<file path="src/rtl/sm_pkg.sv">
// rtl/sm_pkg.sv - shared types and helpers for the sign-magnitude frame accumulator
package sm_pkg;

  localparam int SM_N_DEF     = 8;
  localparam int SM_ACC_W_DEF = 9;
  localparam int MAG_MAX      = 2**(SM_ACC_W_DEF-1) - 1;

  typedef enum logic {ST_ACC, ST_HOLD} sm_state_e;

  // A zero magnitude always carries a positive sign, so -0 never escapes.
  function automatic logic sm_norm(input logic sign, input logic mag_zero);
    return sign & ~mag_zero;
  endfunction

endpackage

</file>
<file path="src/rtl/sm_ovf_add.sv">
// rtl/sm_ovf_add.sv - combinational sign-magnitude adder with overflow flag
// SM_ACC_SAT_EN: saturate the magnitude on overflow instead of wrapping.
module sm_ovf_add
  import sm_pkg::*;
#(
  parameter int ACC_W = SM_ACC_W_DEF
) (
  input  logic             a_sign,
  input  logic [ACC_W-2:0] a_mag,
  input  logic             b_sign,
  input  logic [ACC_W-2:0] b_mag,
  output logic             sum_sign,
  output logic [ACC_W-2:0] sum_mag,
  output logic             ovf
);

  logic [ACC_W-1:0] mag_sum;
  logic             raw_sign;
  logic [ACC_W-2:0] raw_mag;

  always_comb begin
    mag_sum  = {1'b0, a_mag} + {1'b0, b_mag};
    ovf      = 1'b0;
    raw_sign = a_sign;
    raw_mag  = mag_sum[ACC_W-2:0];
    if (a_sign == b_sign) begin
      ovf = mag_sum[ACC_W-1];
`ifdef SM_ACC_SAT_EN
      if (mag_sum[ACC_W-1]) raw_mag = '1;
`else
      raw_mag = mag_sum[ACC_W-2:0];
`endif
    end else if (a_mag >= b_mag) begin
      raw_mag = a_mag - b_mag;
    end else begin
      raw_sign = b_sign;
      raw_mag  = b_mag - a_mag;
    end
    sum_mag  = raw_mag;
    sum_sign = sm_norm(raw_sign, raw_mag == '0);
  end

endmodule

</file>
<file path="src/rtl/sign_mag_acc.sv">
// rtl/sign_mag_acc.sv - frame accumulator of sign-magnitude samples with handshake
// Overflow handling selected by SM_ACC_SAT_EN (saturate) or wrap when undefined.
module sign_mag_acc
  import sm_pkg::*;
#(
  parameter int N     = SM_N_DEF,
  parameter int ACC_W = SM_ACC_W_DEF,
  parameter int LEN   = 4
) (
  input  logic             clk,
  input  logic             reset,
  input  logic             clear,
  input  logic [N-1:0]     in_data,
  input  logic             in_valid,
  output logic             in_ready,
  output logic [ACC_W-1:0] out_data,
  output logic             out_valid,
  input  logic             out_ready,
  output logic             out_ovf
);

  localparam int CNT_W = $clog2(LEN);

  sm_state_e        state, state_nxt;
  logic             acc_sign, acc_sign_nxt;
  logic [ACC_W-2:0] acc_mag, acc_mag_nxt;
  logic [CNT_W-1:0] count, count_nxt;
  logic             ovf, ovf_nxt;

  logic             add_sign;
  logic [ACC_W-2:0] add_mag;
  logic             add_ovf;
  logic [ACC_W-2:0] smp_mag;

  assign smp_mag = {{(ACC_W-N){1'b0}}, in_data[N-2:0]};

  sm_ovf_add #(.ACC_W(ACC_W)) u_add (
    .a_sign   (acc_sign),
    .a_mag    (acc_mag),
    .b_sign   (in_data[N-1]),
    .b_mag    (smp_mag),
    .sum_sign (add_sign),
    .sum_mag  (add_mag),
    .ovf      (add_ovf)
  );

  assign in_ready  = (state == ST_ACC);
  assign out_valid = (state == ST_HOLD);
  assign out_data  = {acc_sign, acc_mag};
  assign out_ovf   = ovf;

  always_ff @(posedge clk or posedge reset) begin
    if (reset) begin
      state    <= ST_ACC;
      acc_sign <= 1'b0;
      acc_mag  <= '0;
      count    <= '0;
      ovf      <= 1'b0;
    end else begin
      state    <= state_nxt;
      acc_sign <= acc_sign_nxt;
      acc_mag  <= acc_mag_nxt;
      count    <= count_nxt;
      ovf      <= ovf_nxt;
    end
  end

  // clear outranks both sample acceptance and the output handshake.
  always_comb begin
    state_nxt    = state;
    acc_sign_nxt = acc_sign;
    acc_mag_nxt  = acc_mag;
    count_nxt    = count;
    ovf_nxt      = ovf;
    if (clear) begin
      state_nxt    = ST_ACC;
      acc_sign_nxt = 1'b0;
      acc_mag_nxt  = '0;
      count_nxt    = '0;
      ovf_nxt      = 1'b0;
    end else begin
      case (state)
        ST_ACC: begin
          if (in_valid) begin
            acc_sign_nxt = add_sign;
            acc_mag_nxt  = add_mag;
            ovf_nxt      = ovf | add_ovf;
            if (count == CNT_W'(LEN-1)) begin
              count_nxt = '0;
              state_nxt = ST_HOLD;
            end else begin
              count_nxt = count + 1'b1;
            end
          end
        end
        ST_HOLD: begin
          if (out_ready) begin
            state_nxt    = ST_ACC;
            acc_sign_nxt = 1'b0;
            acc_mag_nxt  = '0;
            ovf_nxt      = 1'b0;
          end
        end
        default: state_nxt = ST_ACC;
      endcase
    end
  end

endmodule

</file>
<file path="config.mk">
export PLATFORM = sky130hd
export DESIGN_NAME = sign_mag_acc
export DESIGN_NICKNAME = d
export VERILOG_FILES = /design/src/rtl/sm_pkg.sv /design/src/rtl/sm_ovf_add.sv /design/src/rtl/sign_mag_acc.sv
export SDC_FILE = /design/constraint.sdc
export NUM_CORES = 1
export LEC_CHECK = 0
export CORE_MARGIN = 2
export CORE_UTILIZATION = 30
export CTS_CLUSTER_SIZE = 20
export DETAILED_ROUTE_END_ITERATION = 16
export PLACE_DENSITY_LB_ADDON = 0.3
export SLEW_MARGIN = 20
export SYNTH_ARGS = -nofsm -noshare
export SYNTH_HDL_FRONTEND = slang
export SYNTH_SLANG_ARGS = --single-unit
export TNS_END_PERCENT = 20
</file>
<file path="constraint.sdc">
create_clock -name clk -period 8.1 [get_ports clk]
set_clock_uncertainty 0.15 [all_clocks]
set_input_delay 0.81 -clock clk [delete_from_list [all_inputs] [get_ports clk]]
set_output_delay 0.81 -clock clk [all_outputs]
set_load 0.01 [all_outputs]
</file>
Word-level counts from Yosys, hierarchy flattened
Cells that the tools add are included.
{"block": "totals", "word_cells": 48, "out_inout_bits": 12, "ff_bits": 13}
{"block": "classes", "n_addsub": 4, "muxes": 25, "reduce_logical": 4, "bitwise": 4, "n_eq_ne": 5, "n_lt_le_gt_ge": 1}
{"operator": "8-bit 2-to-1 mux", "count": 5}
{"operator": "8-bit case mux with 2 select lines", "count": 1}
{"operator": "1-bit 2-to-1 mux", "count": 12}
{"operator": "8-bit by 7-bit adder with 9-bit output", "count": 1}
{"operator": "8-bit by 7-bit greater-or-equal comparator with 1-bit output", "count": 1}
{"operator": "8-bit zero test", "count": 1}
{"operator": "2-bit 2-to-1 mux", "count": 4}
{"operator": "7-bit by 8-bit subtractor with 8-bit output", "count": 1}
{"operator": "8-bit by 7-bit subtractor with 8-bit output", "count": 1}
{"operator": "3-bit inequality test (second input constant)", "count": 2}
{"operator": "1-bit case mux with 2 select lines", "count": 3}
{"operator": "2-bit AND reduction", "count": 2}
{"operator": "2-bit by 1-bit adder with 2-bit output (second input constant)", "count": 1}
{"operator": "2-bit equality test (second input constant)", "count": 1}
{"operator": "2-bit inequality test (second input constant)", "count": 1}
{"operator": "1-bit inverter", "count": 2}
{"operator": "2-bit nonzero test", "count": 1}
{"operator": "1-bit bitwise AND", "count": 1}
{"operator": "1-bit equality test", "count": 1}
{"operator": "1-bit bitwise OR", "count": 1}

Logic depth before layout (Yosys ltp)
{"block": "depth", "depth_word": 9, "depth_mapped": 12}

Cells and area by module
From an unflattened synthesis, not the netlist that was laid out.
{"block": "hier_totals", "hier_cells": 188, "hier_area_um2": 1619.1}
{"module": "sm_ovf_add", "seq_area_each_um2": 0.0, "area_per_inst_um2": 1071.0, "cells_each": 138, "instances": 1}
{"module": "sign_mag_acc", "seq_area_each_um2": 325.3, "area_per_inst_um2": 548.0, "cells_each": 50, "instances": 1}

Worst setup path before layout
No wires, ideal clock.
{"block": "synth_timing", "path_type": "input to register", "start": "in in_data[2]", "end": "reg acc_sign", "n_path_buf": 1, "path_stages": 11, "required_ps": 7824, "t_arrival_ps": 2781, "setup_slack_ps": 5042, "cell_sequence": "inv_1 ha_1 buf_4 inv_2 a221oi_1 o31ai_1 a221oi_1 mux2_1 o311a_1 nor4_2 o31ai_1"}
{"block": "synth_between", "elab_chain_len": 9, "elab_cells_between_ends": 14, "cone_classes": "3 x add/sub; 1 x order compare; 7 x mux; 2 x bitwise; 1 x reduce/logical"}
{"item": "from (decl)", "line": "sign_mag_acc.sv:13", "text": "input logic [N-1:0] in_data,"}
{"item": "7-bit by 8-bit subtractor with 8-bit output, or another cell as far along", "line": "sm_ovf_add.sv:37", "text": "raw_mag = b_mag - a_mag;"}
{"item": "8-bit 2-to-1 mux", "line": "sm_ovf_add.sv:33", "text": "end else if (a_mag >= b_mag) begin"}
{"item": "8-bit 2-to-1 mux", "line": "sm_ovf_add.sv:26", "text": "if (a_sign == b_sign) begin"}
{"item": "8-bit zero test", "line": "sm_ovf_add.sv:40", "text": "sum_sign = sm_norm(raw_sign, raw_mag == '0);"}
{"item": "1-bit inverter", "line": "sm_pkg.sv:12", "text": "return sign & ~mag_zero;"}
{"item": "1-bit bitwise AND *", "line": "sm_pkg.sv:12"}
{"item": "1-bit 2-to-1 mux *", "line": "sign_mag_acc.sv:84", "text": "if (in_valid) begin"}
{"item": "1-bit case mux with 2 select lines *", "line": "sign_mag_acc.sv:82", "text": "case (state)"}
{"item": "1-bit 2-to-1 mux *", "line": "sign_mag_acc.sv:75", "text": "if (clear) begin"}
{"item": "to (signal assigned)", "line": "sign_mag_acc.sv:61", "text": "acc_sign <= acc_sign_nxt;"}
{"item": "to (decl)", "line": "sign_mag_acc.sv:25", "text": "logic acc_sign, acc_sign_nxt;"}
Mark *: on every way between the ends. The rest lies on a longest branch, timed or not. The select of a mux whose other input is x is not followed.
A chain may end at the register's enable or synchronous reset.

Worst setup path after layout
Ends and elaborated chain as after synthesis.

==> results.json <==
{
  "ctsHtreeMaxLevel": 1,
  "clock_latency_ns": 0.24,
  "ys_seq_elements": 13,
  "clkTransAtPathRegs_ns": 0.05,
  "antenna-diode-count": 0,
  "hold_path.class": "register to register",
  "reg2reg_to": "acc_sign",
  "syn_to_final_growth_pct": 21.8,
  "grt_pass1_vias": 1365,
  "finalSetupTns_ns": 0,
  "cts_resized": 0,
  "ant_nets": 0,
  "final_area_mm2": 0.00189,
  "post-cts-setup-buffer-count": 0,
  "critPathCaptureType": "register",
  "crit_type": "input pin to register",
  "yosysSeqAreaShare": 0.210,
  "fin_crit_sh": 0.451,
  "io_buffers": 24,
  "maxSlewViolCount": 0,
  "cp_max_fo": 10,
  "ios": 25,
  "avgSynthCellArea_um2": 8.57,
  "multi_input_area_mm2": 0.00110,
  "power_density_mw_per_mm2": 220,
  "cp_slowest_stage_delay_ns": 0.51,
  "p_leak_nw": 0.826,
  "cts.sinks": 13,
  "fin_cells": 273,
  "fmax_mhz": 274,
  "syn_nets": 219,
  "wl_um": 3810,
  "gp_congestion": 0.891,
  "async_flop_share": 1.00,
  "rsz0062_at_grt": "false",
  "coreArea_mm2": 0.00504,
  "drive_gt1_frac": 0.0690,
  "hold_violations": 0,
  "pre_cts_ws_ns": 4.16,
  "cts_root_buf": "clkbuf_8",
  "grt_max_degree": 17,
  "synth_area_mm2": 0.00155,
  "cts_tree": "yes",
  "synthDistinctLibCells": 50,
  "cts_buffers": 3,
  "grt_first_pass_wirelength_um": 6620,
  "die-width_um": 75.9,
  "grtUsageTotal": 0.138,
  "wl_per_cell_um": 14.0,
  "irDropWorstVdd_v": 0.000126,
  "slowest_stage": "clkdlybuf4s50_1",
  "cp.arrival_ns": 3.62,
  "firstDrtPassIters": 4,
  "syn_inst": 181,
  "ys.flop_type": "dfrtp_1",
  "worstSetupStartpoint": "in_data[2]",
  "utilization": 0.375,
  "cts_buffer_depth": 2,
  "hold_buffers": 0,
  "vias": 1367,
  "setup_ws_ns": 4.45,
  "grt_overflow": 0,
  "setup_violations": 0,
  "nFillCells": 520,
  "row_count": 26,
  "dieArea_mm2": 0.00576,
  "worstSetupEndpoint": "acc_sign",
  "drc": 0,
  "drtIter0Drc": 105,
  "reg2reg_depth": 9,
  "dpl_cell_area_mm2": 0.00184,
  "status": "finished, final reports clean",
  "cp_data_required_time_ns": 8.07,
  "r2r_start": "acc_mag[2]",
  "vias_per_cell": 5.01,
  "nets": 242,
  "maxCapViolations": 0,
  "start_util": 0.308,
  "regArea_um2": 325,
  "path_cells": "clkdlybuf4s50_1, inv_1, ha_1, inv_2, a221oi_1, o31ai_1, a221oi_1, mux2_1, o311a_1, nor4_2, o31ai_1",
  "startpoint_type": "input pin",
  "min_period_ns": 3.65,
  "worstMarginPinSlew_ns": 0.667,
  "r2r_slack_ns": 5.11,
  "placedCellCount": 269,
  "yosys_warnings": 0,
  "slew-limit-headroom": 0.554,
  "dp_hpwl_um": 3070,
  "antenna_found_initial": 0,
  "die_height_um": 75.9,
  "synth_edf_count": 0
}
cell usage after synthesis, drive strengths merged (2+ instances only):
| cell | count | area share |
|---|---|---|
| inv | 23 | 0.056 |
| ha | 22 | 0.18 |
| nand2 | 15 | 0.036 |
| dfrtp | 13 | 0.21 |
| a21oi | 10 | 0.032 |
| nor2 | 10 | 0.026 |
| o21ai | 8 | 0.028 |
| buf | 5 | 0.023 |
| nand3 | 5 | 0.016 |
| xnor2 | 5 | 0.028 |
| a21o | 4 | 0.019 |
| a22o | 4 | 0.023 |
| o31ai | 4 | 0.019 |
| a31oi | 3 | 0.016 |
| fa | 3 | 0.039 |
| mux2i | 3 | 0.019 |
| nand2b | 3 | 0.012 |
| nor2b | 3 | 0.012 |
| o2111ai | 3 | 0.017 |
| o211ai | 3 | 0.015 |
| o21ba | 3 | 0.019 |
| a211o | 2 | 0.011 |
| a221oi | 2 | 0.011 |
| clkbuf | 2 | 0.0048 |
| nand4 | 2 | 0.012 |
| o21a | 2 | 0.0097 |
| o311ai | 2 | 0.011 |
| or4 | 2 | 0.0097 |
| xor2 | 2 | 0.011 |
logic make-up (layout without fill, tap and decap cells):
family,count (synthesis),in the layout,synth area share
and+or+nand+nor,45,45,0.153
AOI/OAI and AO/OA,57,57,0.272
muxes,4,4,0.0266
buffers and inverters,30,52,0.0831
DFF,13,13,0.210
adders and majority gates,25,25,0.216
xor gates and xnor gates,7,7,0.0395
cells in the final DEF, fill, tap and decap left out, types with 2 or more instances in the layout:
cell type | netlist | final
ha_1 | 22 | 22
o21ai_1 | 4 | 4
a22o_1 | 4 | 4
a31oi_1 | 2 | 2
nand3_1 | 5 | 5
a21oi_1 | 10 | 10
clkdlybuf4s50_1 | 0 | 24
nor2_1 | 9 | 9
a21o_1 | 4 | 4
inv_1 | 22 | 22
dfrtp_1 | 13 | 13
nor2b_1 | 3 | 3
o21ai_0 | 3 | 3
o2111ai_1 | 3 | 3
nand2b_1 | 3 | 3
o31ai_1 | 4 | 4
clkbuf_8 | 0 | 3
a211o_1 | 2 | 2
nand2_1 | 15 | 15
o211ai_1 | 3 | 3
xnor2_1 | 5 | 5
o21ba_2 | 3 | 3
xor2_1 | 2 | 2
a221oi_1 | 2 | 2
mux2i_1 | 3 | 3
or4_1 | 2 | 2
o21a_1 | 2 | 2
fa_1 | 3 | 3
registers in the layout, indices dropped and copies added (netlist names):
| signal | count |
|---|---|
| acc_mag | 8 |
| acc_sign | 1 |
| count | 2 |
| out_ovf | 1 |
| out_valid | 1 |
critical path: cells and delay by family:
kind / cells / cell delay [ns]
buffers and inverters: 3 / 0.65
and+or+nand+nor: 1 / 0.28
adders and majority gates: 1 / 0.48
muxes: 1 / 0.36
AOI/OAI and AO/OA: 5 / 1.04
cell type report:
type / instances / area share
clock buffers: 4 / 0.0238
multi-input cells: 138 / 0.581
repair buffers: 25 / 0.131
well taps: 70 / 0.0464
flip-flops and latches: 13 / 0.172
inverters: 23 / 0.0457
power breakdown:
group	total, mW	switching (mW)	internal (mW)
combinational	0.264	0.150	0.114
clock	0.0564	0.0218	0.0347
sequential	0.0945	0.0183	0.0762
through the flow:
| stage | hold WS [ns] | power (mW) |
|---|---|---|
| 2_1_floorplan | 0.340 | 0.282 |
| 3_3_place_gp | 0.351 | 0.359 |
| 3_5_place_dp | 0.373 | 0.356 |
| 4_1_cts | 0.384 | 0.415 |
| 5_1_grt | 0.394 | 0.450 |
| 6_report | 0.376 | 0.415 |
metal layers:
layer / track usage / wire length (um)
met5: 0 / 0
met4: 0.0400 / 41
met3: 0.0167 / 159
met2: 0.229 / 1800
met1: 0.188 / 1820
worst min-delay path by stage:
stage	slack [ns]	depth (start not counted)	end	start
2_1_floorplan	0.34	2	count[1]	count[1]
3_3_place_gp	0.35	1	out_ovf	out_ovf
3_5_place_dp	0.37	2	count[1]	count[1]
4_1_cts	0.38	2	count[1]	count[1]
5_1_grt	0.39	1	out_ovf	out_ovf
6_report	0.38	1	out_ovf	out_ovf
(Power assumes the default switching activity.)
